## config.mk

```make
export PLATFORM = sky130hd
export DESIGN_NAME = s2_conv_scheduler
export DESIGN_NICKNAME = d
export VERILOG_FILES = /design/src/rtl/s2_conv_scheduler_pkg.sv /design/src/rtl/s2_conv_scheduler_coord_delay.sv /design/src/rtl/s2_conv_scheduler.sv
export SDC_FILE = /design/constraint.sdc
export NUM_CORES = 1
export LEC_CHECK = 0
export CAP_MARGIN = 20
export CELL_PAD_IN_SITES_DETAIL_PLACEMENT = 1
export CELL_PAD_IN_SITES_GLOBAL_PLACEMENT = 1
export CORE_ASPECT_RATIO = 1.4
export CORE_MARGIN = 3
export CORE_UTILIZATION = 35
export DETAILED_ROUTE_END_ITERATION = 16
export PLACE_DENSITY_LB_ADDON = 0.2
export REMOVE_ABC_BUFFERS = 1
export SYNTH_ARGS = -nofsm -noshare
export SYNTH_HDL_FRONTEND = slang
export SYNTH_SLANG_ARGS = --single-unit
export TNS_END_PERCENT = 20
```

## constraint.sdc

```tcl
create_clock -name i_clk -period 2.2 [get_ports i_clk]
set_input_delay 0.44 -clock i_clk [delete_from_list [all_inputs] [get_ports i_clk]]
set_output_delay 0.44 -clock i_clk [all_outputs]
set_load 0.02 [all_outputs]
```

## src/rtl/s2_conv_scheduler_pkg.sv

```systemverilog
// Shared types and constants for the stage-2 convolution scheduler.
// Latency: none (package only).
// Backpressure: not applicable.
package s2_pkg;

   localparam int S2_ROWS    = 8;
   localparam int S2_CHANS   = 3;
   localparam int S2_KSIZE   = 3;
   localparam int S2_NFILT   = 4;
   localparam int S2_OUT_DIM = S2_ROWS - S2_KSIZE + 1;        // 6
   localparam int S2_NWORDS  = S2_ROWS * S2_ROWS * S2_CHANS;  // 192
   localparam int S2_NOUT    = S2_OUT_DIM * S2_OUT_DIM * S2_NFILT; // 144

   // Explicit encodings keep the state values stable for anything that
   // decodes them outside this block.
   typedef enum logic [2:0] {
      IDLE  = 3'd0,
      LOAD  = 3'd1,
      DRAIN = 3'd2,
      PROC  = 3'd3,
      DONE  = 3'd4
   } s2_state_t;

   // One tensor-builder load word: strobe plus its coordinates.
   typedef struct packed {
      logic       load_en;
      logic [2:0] row;
      logic [2:0] col;
      logic [1:0] cha;
   } s2_coord_t;

endpackage

```

## src/rtl/s2_conv_scheduler_coord_delay.sv

```systemverilog
// Delays the LOAD-cycle coordinate word so it lines up with BRAM read data.
// Latency: READ_LAT cycles, fixed.
// Backpressure: none; free-running shift register.
// Ports: i_clk/i_reset clock and async reset, i_coord word in, o_coord word out.
module s2_coord_delay
   import s2_pkg::*;
#(
   parameter int READ_LAT = 1
) (
   input  logic      i_clk,
   input  logic      i_reset,
   input  s2_coord_t i_coord,
   output s2_coord_t o_coord
);

   s2_coord_t r_pipe [READ_LAT];

   always_ff @(posedge i_clk or posedge i_reset) begin
      if (i_reset) begin
         for (int i = 0; i < READ_LAT; i++) r_pipe[i] <= '0;
      end else begin
         r_pipe[0] <= i_coord;
         for (int i = 1; i < READ_LAT; i++) r_pipe[i] <= r_pipe[i-1];
      end
   end

   assign o_coord = r_pipe[READ_LAT-1];

endmodule

```

## src/rtl/s2_conv_scheduler.sv

```systemverilog
// Stage-2 sequencer: streams the 8x8x3 stage-1 tensor from BRAM, then walks 4 filters x 6x6 positions.
// Latency: 192+READ_LAT cycles from start to first proc_valid; one position per accepted handshake.
// Backpressure: proc_* outputs hold while i_proc_ready is low; the load phase is never stalled.
// Ports: i_clk, i_reset (async, active high), i_data_done (rising edge starts a run),
//   o_enable_read/o_read_addr to BRAM, o_load_en/o_row_addr/o_col_addr/o_cha_addr to the
//   tensor builder, o_filter_used/o_proc_dir/o_proc_counter/o_out_addr/o_proc_valid with
//   i_proc_ready to the datapath, o_busy and o_done status.
module s2_conv_scheduler
   import s2_pkg::*;
#(
   parameter int READ_LAT = 1   // 1..3
) (
   input  logic       i_clk,
   input  logic       i_reset,
   input  logic       i_data_done,
   output logic       o_enable_read,
   output logic [7:0] o_read_addr,
   output logic       o_load_en,
   output logic [2:0] o_row_addr,
   output logic [2:0] o_col_addr,
   output logic [1:0] o_cha_addr,
   output logic [1:0] o_filter_used,
   output logic [1:0] o_proc_dir,
   output logic [5:0] o_proc_counter,
   output logic [7:0] o_out_addr,
   output logic       o_proc_valid,
   input  logic       i_proc_ready,
   output logic       o_busy,
   output logic       o_done
);

   s2_state_t  r_state;
   logic       r_data_done_q;
   logic [7:0] r_read_addr;
   logic [1:0] r_drain_cnt;
   logic [2:0] r_out_row;
   logic [2:0] r_out_col;
   logic [1:0] r_proc_dir;
   logic [5:0] r_proc_counter;
   logic [7:0] r_out_addr;

   logic       w_start;
   logic       w_accept;
   logic       w_last_pos;
   s2_coord_t  w_coord_in;
   s2_coord_t  w_coord_out;

   // Level-high data_done must not retrigger; only a fresh rising edge starts a run.
   assign w_start    = i_data_done & ~r_data_done_q;
   assign w_accept   = (r_state == PROC) & i_proc_ready;
   assign w_last_pos = (r_proc_dir == 2'(S2_NFILT - 1)) &&
                       (r_out_row  == 3'(S2_OUT_DIM - 1)) &&
                       (r_out_col  == 3'(S2_OUT_DIM - 1));

   always_ff @(posedge i_clk or posedge i_reset) begin
      if (i_reset) begin
         r_state        <= IDLE;
         r_data_done_q  <= 1'b0;
         r_read_addr    <= '0;
         r_drain_cnt    <= '0;
         r_out_row      <= '0;
         r_out_col      <= '0;
         r_proc_dir     <= '0;
         r_proc_counter <= '0;
         r_out_addr     <= '0;
      end else begin
         r_data_done_q <= i_data_done;
         case (r_state)
            IDLE: begin
               if (w_start) begin
                  r_state        <= LOAD;
                  r_read_addr    <= '0;
                  r_out_row      <= '0;
                  r_out_col      <= '0;
                  r_proc_dir     <= '0;
                  r_proc_counter <= '0;
                  r_out_addr     <= '0;
               end
            end
            LOAD: begin
               if (r_read_addr == 8'(S2_NWORDS - 1)) begin
                  r_state     <= DRAIN;
                  r_drain_cnt <= '0;
               end else begin
                  r_read_addr <= r_read_addr + 8'd1;
               end
            end
            // Hold off processing until the last BRAM word has been loaded.
            DRAIN: begin
               if (r_drain_cnt == 2'(READ_LAT - 1)) r_state <= PROC;
               else                                  r_drain_cnt <= r_drain_cnt + 2'd1;
            end
            PROC: begin
               if (w_accept) begin
                  // The final position leaves the counters parked at 3/35/143.
                  if (w_last_pos) begin
                     r_state <= DONE;
                  end else begin
                     r_out_addr <= r_out_addr + 8'd1;
                     if (r_out_col == 3'(S2_OUT_DIM - 1)) begin
                        r_out_col <= '0;
                        if (r_out_row == 3'(S2_OUT_DIM - 1)) begin
                           r_out_row      <= '0;
                           r_proc_dir     <= r_proc_dir + 2'd1;
                           r_proc_counter <= '0;
                        end else begin
                           r_out_row      <= r_out_row + 3'd1;
                           r_proc_counter <= r_proc_counter + 6'd1;
                        end
                     end else begin
                        r_out_col      <= r_out_col + 3'd1;
                        r_proc_counter <= r_proc_counter + 6'd1;
                     end
                  end
               end
            end
            DONE:    r_state <= IDLE;
            default: r_state <= IDLE;
         endcase
      end
   end

   // Coordinates are zeroed outside LOAD so idle tensor-builder inputs stay quiet.
   always_comb begin
      w_coord_in = '0;
      if (r_state == LOAD) begin
         w_coord_in.load_en = 1'b1;
         w_coord_in.cha     = r_read_addr[7:6];
         w_coord_in.row     = r_read_addr[5:3];
         w_coord_in.col     = r_read_addr[2:0];
      end
   end

   s2_coord_delay #(.READ_LAT(READ_LAT)) u_coord_delay (
      .i_clk   (i_clk),
      .i_reset (i_reset),
      .i_coord (w_coord_in),
      .o_coord (w_coord_out)
   );

   assign o_enable_read  = (r_state == LOAD);
   assign o_read_addr    = r_read_addr;
   assign o_load_en      = w_coord_out.load_en;
   assign o_row_addr     = w_coord_out.row;
   assign o_col_addr     = w_coord_out.col;
   assign o_cha_addr     = w_coord_out.cha;
   assign o_proc_dir     = r_proc_dir;
   assign o_filter_used  = r_proc_dir;
   assign o_proc_counter = r_proc_counter;
   assign o_out_addr     = r_out_addr;
   assign o_proc_valid   = (r_state == PROC);
   assign o_busy         = (r_state != IDLE);
   assign o_done         = (r_state == DONE);

endmodule

```

==> run_results.csv <==
group,metric,value,unit
synthesis,synth_top_cell_by_area,"dfrtp_1",
synthesis,synth_cell_types,49,
grt,grt_pass1_vias,1976,
place,port_buffers,42,
die,rows,33,
finish,final_core_util,0.484,
setup_path,crit_buf_inv,1,
setup_path,cp_cell_sequence,"nor3b_2, clkdlybuf4s50_1",
clocking,clock_latency,0.28,ns
job,max_cap_viol_count,0,
synthesis,ys_top_cells_by_area,"dfrtp_1 (50%), nand2_1 (3.0%), nand3_1 (2.9%)",
sta,tightestPinTransition,0.572,ns
finish,area_delta_synth_final,29.8,%
finish,fill_cells,693,
grt,antenna_found_initial,0,
route,wl,5400,um
power,p_leak,1.28,nW
route,first_pass_iters,4,
setup_path,crit_start,"r_state[1]$_DFFE_PP0P_",
grt,grt_max_degree,46,
sta,hold_slack,0.507,ns
clocking,cts_root_buffer,"clkbuf_8",
worst_hold_path,worst_hold_path_type,"input port to async pin",
clocking,cts_htree_levels,2,
die,dieWidth,73.7,um
finish,layout.nets,285,
grt,grt_pass1_wl,9290,um
finish,drive_gt1_frac,0.112,
setup_path,cp_top_family,"buffers and inverters",
setup_path,crit_path_max_fanout,10,
synthesis,synth_edf_count,0,
grt,track_usage,0.157,
synthesis,synthCells,225,
route,drcViolationCount,0,
sta,period_minus_slack,2.09,ns
sta,fmax,478,MHz
synthesis,syn_area_per_cell,9.99,um2
run_status,status,"completed",
clocking,postCtsSetupBuffers,0,
grt,grt-ovfl-total,0,
sta,relSlewSlack,0.615,
clocking,cts.path.max_buffers,2,
die,die_area,7440,um2
setup_path,r2r-start,"o_read_addr[0]$_DFFE_PP0P_",
sta,finalCritPeriodShare,0.952,
sta,finalSetupViolCount,0,
clocking,cts_tree,"done",
power,ir_drop,0.388,mV
place,dpl.hpwl,4020,um
finish,final_common_cell,"dfrtp_1",
setup_path,end_kind,"output pin",
clocking,clk_pin_slew_worst_paths,0.08,ns
setup_path,required,1.76,ns
setup_path,slowest_stage,"clkdlybuf4s50_1",
place,dp_slack,0.0895,ns
setup_path,critPathKind,"flip-flop to output pin",
clocking,postCtsHoldBufs,0,
finish,n_antenna_cell,0,
sta,finClkSkew,0.00407,ns
route,detail-route-antenna-nets,0,
die,die_y,101,um
setup_path,start_kind,"flip-flop",
setup_path,critPathArrivalTime,1.65,ns
route,wire_per_inst,15.6,um
sta,finalHoldViolCount,0,
route,drt-initial-drc-count,31,
place,place.gp.congestion,0.760,
synthesis,yosysTopAreaCellShare,0.501,
route,dr_total_vias,1921,
synthesis,synth-seq-cells,45,
die,core_area,6030,um2
power,power.total,2.38,mW
die,start_util,0.373,
synthesis,synth_area,2250,um2
die,pin_count,43,
synthesis,async_flop_share,1.00,
sta,worst_slack,0.107,ns
clocking,cts_sinks,45,
synthesis,synthFlopType,"dfrtp_1",
sta,drv_slew,0,
finish,final_cell_mix,"dfrtp_1 (43), clkdlybuf4s50_1 (40), nand2_1 (18)",
setup_path,slowest_delay,0.63,ns
clocking,cts_buffers,5,
power,powerDensity,816,nW/um2
synthesis,ys_seq_area_frac,0.501,
route,vias_per_cell,5.54,
synthesis,ys_warn_count,0,
## final cells by class
type / instances / area [um2] / share of cell area
Clock inverter: 1 / 30.0 / 0.0103
Multi-Input combinational cell: 161 / 1030 / 0.353
Tap cell: 70 / 87.6 / 0.0300
Timing Repair Buffer: 54 / 520 / 0.178
Inverter: 9 / 33.8 / 0.0116
Clock buffer: 7 / 86.3 / 0.0296
Sequential cell: 45 / 1130 / 0.387
## logic make-up after synthesis
kind of cell	after synthesis	synth area share
flops	45	0.501
compound gates	59	0.174
buf+inv	19	0.0428
mux	4	0.0178
fa+ha+maj	5	0.0278
simple gates	93	0.236
## worst reg2reg max path: stages, from the launching register on
cell and delay, ns:
dfrtp_1 0.43, ha_1 0.27, nand4b_2 0.19, o21a_1 0.30, or4_1 0.52, o21ai_1 0.13
## worst paths after layout
check / to / slack, ns / depth (start not counted)
min in group i_clk: r_drain_cnt[1]$_DFFE_PP0P_ / 0.52 / 1
worst max register to register: r_state[0]$_DFFE_PP0P_ / 0.29 / 5
worst min-delay path: o_read_addr[7]$_DFFE_PP0P_ / 0.51 / 3
worst min register to register: r_drain_cnt[1]$_DFFE_PP0P_ / 0.52 / 1
worst max-delay path: o_enable_read / 0.11 / 2
max in group asynchronous: r_state[0]$_DFFE_PP0P_ / 1.47 / 3
## sequential cells by signal, indices dropped and copies added, names as in the netlist
register,flops
u_coord_delay.o_coord,9
o_out_addr,8
o_read_addr,8
o_proc_counter,6
r_out_col,3
r_out_row,3
r_state,3
o_filter_used,2
r_drain_cnt,2
r_data_done_q,1
## per-stage QoR
step	instance area (um2)	setup TNS [ns]	instances
finish	2920	0	347
global route	2920	-0.00239	347
CTS	2910	0	347
detailed placement	2800	0	339
global placement	2800	0	339
floorplan	2190	0	215
## per-layer routing
layer | global-route usage | vias to the layer above | wire length (um)
met2 | 0.288 | 37 | 2840
met5 | 0 | - | 0
met4 | 0.0488 | 0 | 99
li1 | - | 924 | -
met3 | 0.0240 | 8 | 177
met1 | 0.182 | 952 | 2280
## cells in the mapped netlist, types with 2 or more instances
cell type / instances
a21oi_1: 10
a22o_1: 2
a31oi_1: 7
a32o_1: 2
and2_1: 9
and3_1: 5
buf_2: 2
buf_4: 4
clkbuf_1: 3
dfrtp_1: 45
ha_1: 5
inv_1: 9
mux2i_1: 4
nand2_1: 18
nand2b_1: 5
nand3_1: 13
nand3b_1: 2
nand4_1: 5
nor2_1: 15
nor2b_1: 4
nor3_1: 4
o211ai_1: 3
o21a_1: 2
o21ai_0: 13
o22ai_1: 6
o2bb2ai_1: 3
o31ai_1: 2
or4_1: 2
## power breakdown
group	leakage, nW	switching [mW]	internal [mW]
clock network	0.0585	0.269	0.371
logic	0.668	0.315	0.306
registers	0.553	0.173	0.946
total	1.28	0.758	1.62
## repair_timing
action,in CTS,in global routing
resized for setup,4,1
endpoints found under the setup margin,3,1
gates cloned,0,0
Note: power is estimated with default switching activity, not from simulation.
==> edit 1 (same flow settings) <==
Encoding of `s2_state_t`: now one-hot (5 bits for 5 states).
--- a/src/rtl/s2_conv_scheduler_pkg.sv
+++ b/src/rtl/s2_conv_scheduler_pkg.sv
@@ -14,10 +14,10 @@
    // Explicit encodings keep the state values stable for anything that
    // decodes them outside this block.
-   typedef enum logic [2:0] {
-      IDLE  = 3'd0,
-      LOAD  = 3'd1,
-      DRAIN = 3'd2,
-      PROC  = 3'd3,
-      DONE  = 3'd4
+   typedef enum logic [4:0] {
+      IDLE  = 5'b00001,
+      LOAD  = 5'b00010,
+      DRAIN = 5'b00100,
+      PROC  = 5'b01000,
+      DONE  = 5'b10000
    } s2_state_t;
 
Function: same outputs for any inputs over 10 cycles, from zero or initial values and one cycle with i_reset high; not proved beyond that.
==> edit 1 against the unedited design <==
Cell count is 3.2% higher; design area is 2.0% higher; worst setup slack got worse by 52 ps; sequential cell count grew 2; area after synthesis grew 1.7%; routed wire length is 6.7% higher; critical endpoint is now o_done; worst hold slack got worse by 12 ps.
Power is not compared: it rests on default switching activity, and its combinational part moved more than twofold at a synthesized area within 25%.
==> edit 1: results (changes against the unedited design) <==
| Metric | Value |
|---|---|
| Status | finished, final reports clean (unchanged) |
| Skew-Pair Late Insertion Delay | approximately 290 ps |
| Nets | 294 (was 285) |
| Cell variety after synth | 48 (was 49) |
| Sw Pwr | 0.460 mW |
| Setup slack after layout | 54.3 ps (was 107 ps) |
| Max VDD drop | 0.283 mV |
| FFs w/ async S/R, synth | 100% (unchanged) |
| Metal3 WL | 140 microns (was 177 microns) |
| Gpl congestion | 0.773 (was 0.760) |
| Detailed-route wire length | 5.76 mm (was 5.40 mm) |
| Setup WS pre-CTS | -4.87 ps (was 89.5 ps) |
| Met2 routed WL | 2.96 mm (was 2.84 mm) |
| CP max FO | 4 (was 10) |
| TritonRoute pass-1 iters | 4 (unchanged) |
| CTS buffer count | 5 (unchanged) |
| Number of global-route vias before repair | 1,966 (was 1,976) |
| Ys Warns | 0 (unchanged) |
| Sequential area share after synthesis | 51.5% (was 50.1%) |
| M1 wire length | 2.61 mm (was 2.28 mm) |
| Uppermost routed layer | met4 (unchanged) |
| Slowest CP cell | dfrtp_1 (was clkdlybuf4s50_1) |
| Synth top area cells | dfrtp_1 (50%), nor2_1 (4.3%), o21ai_1 (3.5%) (was dfrtp_1 (50%), nand2_1 (3.0%), nand3_1 (2.9%)) |
| Tot GR Track Use | 16.7% (was 15.7%) |
| Largest net degree at the start of global routing | 48 (was 46) |
| Detailed Place HPWL | 4.25 mm (was 4.02 mm) |
| Placed Area | 2900 sq um (was 2800 sq um) |
| Met3 GRT Util | 2.98% (was 2.40%) |
| Most frequent cells after synthesis | dfrtp_1 (46), nor2_1 (26), nand2_1 (17) (was dfrtp_1 (45), nand2_1 (18), nor2_1 (15)) |
| Layout cells sized above 1 | 14.0% (was 11.2%) |
| Non-filler instance count after layout | 358 (was 347) |
| Met1 GRT Util | 22.3% (was 18.2%) |
| Measured slew at the worst slew-check pin | 426 ps (was 572 ps) |
| Routed vias | 1,868 (was 1,921) |
| Largest stage delay, worst path | 380 ps (was 630 ps) |
| Clk_skew | 6.49 ps (was 4.07 ps) |
| Leakage dissipation | ~1.3 nW |
| Global-route wire length before repair | 9.72 mm (was 9.29 mm) |
| GRT met2 Usage | 27.9% (was 28.8%) |
| Initial drt markers | 51 (was 31) |
| Largest register FFs | 9 (unchanged) |
| Hold crit path type | in2async (unchanged) |
| Max clock buf depth | 2 (unchanged) |
| Antenna violations before repair | 0 (unchanged) |
| Arr. time, crit path | 1710 ps (was 1650 ps) |
| Avg Inst Size Synth | 10.2 sq um (was 9.99 sq um) |
| Placed insts | 350 (was 339) |
[edit 1: worst reg2reg max path, cell delays in order, from the launching register on]
cell and delay, ps:
dfrtp_1 380, buf_4 160, nor4_4 320, buf_4 180, and3_2 250, nand2_1 230, o41ai_1 310
[edit 1: final timing paths]
check,start,end,slack [ps],cells after the start
worst min-delay path,i_reset,o_out_addr[7],490,3
worst min register to register,o_proc_counter[5],o_proc_counter[5],500,1
worst max register to register,r_state[1],o_filter_used[0],260,6
worst max-delay path,r_state[1],o_done,50,4
min in group i_clk,o_proc_counter[5],o_proc_counter[5],500,1
max in group asynchronous,i_reset,r_state[0],1430,3
[edit 1: area by class of cell]
cell class                 count  area, sq um
inverter                      12         45.0
fill                         722         3320
timing repair buffer          59          553
sequential                    47         1180
tap                           72         90.1
multi-input combinational    160         1030
clock buffer                   7         76.3
clock inverter                 1         5.00
[edit 1: power by group through the flow]
stage	clock network, mW	logic (mW)	registers, mW
finish	0.503	0.259	0.925
floorplan	0	0.106	0.962
CTS	0.532	0.264	0.925
detailed placement	0	0.268	0.941
global route	0.565	0.289	0.930
global placement	0	0.264	0.939
[edit 1: cells by family (layout without fill, tap and decap cells)]
family                   after synthesis  after routing  synth area share (%)
multiplexers                           2              2                 0.875
XOR/XNOR                              11             11                  4.21
adder cells (fa/ha/maj)                5              5                  2.74
buffers and inverters                 17             79                  3.56
AND/OR/NAND/NOR                      100            100                  26.0
flip-flops                            47             47                  51.5
AO/OA/AOI/OAI                         42             42                  11.1
[edit 1: what timing repair did]
item | 4_1_cts | 5_1_grt
pin swaps | 0 | 0
resized for setup | 7 | 1
endpoints found under the hold margin | 0 | 0
buffers inserted | 0 | 0
setup endpoints to repair | 4 | 1
hold buffers | 0 | 0
==> edit 2 (same settings) <==
Made on the original files. Reset style: synchronous (`i_reset`), changed in 2 clocked blocks. Comments in the files are not updated.
--- a/src/rtl/s2_conv_scheduler_coord_delay.sv
+++ b/src/rtl/s2_conv_scheduler_coord_delay.sv
@@ -16,5 +16,5 @@
    s2_coord_t r_pipe [READ_LAT];
 
-   always_ff @(posedge i_clk or posedge i_reset) begin
+   always_ff @(posedge i_clk) begin
       if (i_reset) begin
          for (int i = 0; i < READ_LAT; i++) r_pipe[i] <= '0;
--- a/src/rtl/s2_conv_scheduler.sv
+++ b/src/rtl/s2_conv_scheduler.sv
@@ -53,5 +53,5 @@
                        (r_out_col  == 3'(S2_OUT_DIM - 1));
 
-   always_ff @(posedge i_clk or posedge i_reset) begin
+   always_ff @(posedge i_clk) begin
       if (i_reset) begin
          r_state        <= IDLE;
Function: differs if i_reset is asserted again (counterexample within 4 cycles, from zero or initial values and one cycle with i_reset high); with i_reset held inactive, the same outputs for 10 cycles.
==> edit 2 against the unedited design <==
Clock power is 19% lower; worst setup slack gained 43 ps; sequential share of layout area is 6.6 points lower; fmax rose by 2.1%; design area is 3.6% lower; clock skew up 4.4 ps; sequential cell count is the same; routed wire length is 2.8% higher; largest power group unchanged; power down 2.1%; area after synthesis is 4.3% lower; critical path type unchanged.
==> edit 2: results (changes against the unedited design) <==
| Metric | Value |
|---|---|
| Status | finished, final reports clean (unchanged) |
| Clk_skew | 8.52 ps (was 4.07 ps) |
| Placed Area | 2720 sq um (was 2800 sq um) |
| Sequential area share after synthesis | 41.9% (was 50.1%) |
| CP max FO | 9 (was 10) |
| Detailed-route wire length | 5.55 mm (was 5.40 mm) |
| Leakage dissipation | 1.07 nW (was 1.28 nW) |
| Cell variety after synth | 55 (was 49) |
| Max VDD drop | 0.359 mV (was 0.388 mV) |
| Largest net degree at the start of global routing | 15 (was 46) |
| FFs w/ async S/R, synth | 0% (was 100%) |
| Reg2Reg Depth | 6 (was 5) |
| Hold crit path type | reg2reg (was in2async) |
| Skew-Pair Late Insertion Delay | 300 ps (was 280 ps) |
| F_max | 488 MHz (was 478 MHz) |
| Met3 GRT Util | 3.67% (was 2.40%) |
| Tot GR Track Use | 16.7% (was 15.7%) |
| GRT met2 Usage | 30.9% (was 28.8%) |
| Detailed Place HPWL | 4.24 mm (was 4.02 mm) |
| Gpl congestion | 0.763 (was 0.760) |
| Global-route wire length before repair | 9.43 mm (was 9.29 mm) |
| FILL cells | 728 (was 693) |
| Initial drt markers | 49 (was 31) |
| Slew margin rel. | 71.3% (was 61.5%) |
| Most frequent cells after synthesis | dfxtp_1 (45), nor2_1 (29), and3_1 (12), nand2_1 (12), a21oi_1 (10) (was dfrtp_1 (45), nand2_1 (18), nor2_1 (15)) |
-- edit 2: changes by cell type after synthesis, sizes merged, moves of 5 or more --
cell,change
dfrtp,-45
dfxtp,+45
nor2,+15
and2,-9
and3,+7
xnor2,+7
a31oi,-6
nand2,-6
nand3,-6
xor2,+6
nor4,+5
o21ai,-5
o22ai,-5
-- edit 2: routing by layer --
metal | up-vias | part of all wire [%]
met5 | - | 0
met4 | 0 | 0.90
met3 | 4 | 3.5
met2 | 41 | 55
met1 | 917 | 40
li1 | 933 | -
-- edit 2: timing repair --
item,CTS,global route
resized for setup,4,1
setup endpoints to repair,3,1
buffers inserted,0,0
-- edit 2: critical path, stage by stage (launching register included) --
cell and delay [ps]:
dfxtp_1 440, nor3b_1 240, clkdlybuf4s50_1 630
-- edit 2: layout make-up --
type | count | area, sq um | share of cell area [%]
clock buffers | 7 | 76.3 | 2.71
flip-flops and latches | 45 | 902 | 32.1
well taps | 70 | 87.6 | 3.12
multi-input cells | 166 | 1160 | 41.3
clock inverters | 1 | 7.51 | 0.267
repair buffers | 58 | 537 | 19.1
inverters | 10 | 38.8 | 1.38
-- edit 2: through the flow --
| stage | hold WS [ps] | util [%] | instances |
|---|---|---|---|
| after floorplan | 460 | - | 221 |
| after global placement | 479 | 46.1 | 349 |
| after detailed placement | 503 | 46.1 | 349 |
| after CTS | 523 | 47.6 | 357 |
| after global routing | 550 | 47.6 | 357 |
| final | 509 | 47.6 | 357 |
-- edit 2: final timing paths --
path | from | end | slack [ps]
worst max-delay path | r_state[1] | o_done | 150
worst min-delay path | r_drain_cnt[1] | r_drain_cnt[1] | 510
worst max register to register | o_read_addr[0] | o_out_addr[4] | 250
worst min register to register | r_drain_cnt[1] | r_drain_cnt[1] | 510
-- edit 2: cells by family after synthesis --
logic type,after synthesis,synth area share [%]
AOI/OAI and AO/OA,40,15.4
xor gates and xnor gates,13,5.29
adders and majority gates,5,2.91
buffers and inverters,19,4.42
DFF,45,41.9
muxes,9,4.30
and+or+nand+nor,99,25.8
-- edit 2: power by group --
group          switching (mW)  total, mW  internal (mW)
sequential             0.0612      0.925          0.864
clock                   0.291      0.516          0.225
combinational           0.543      0.890          0.347
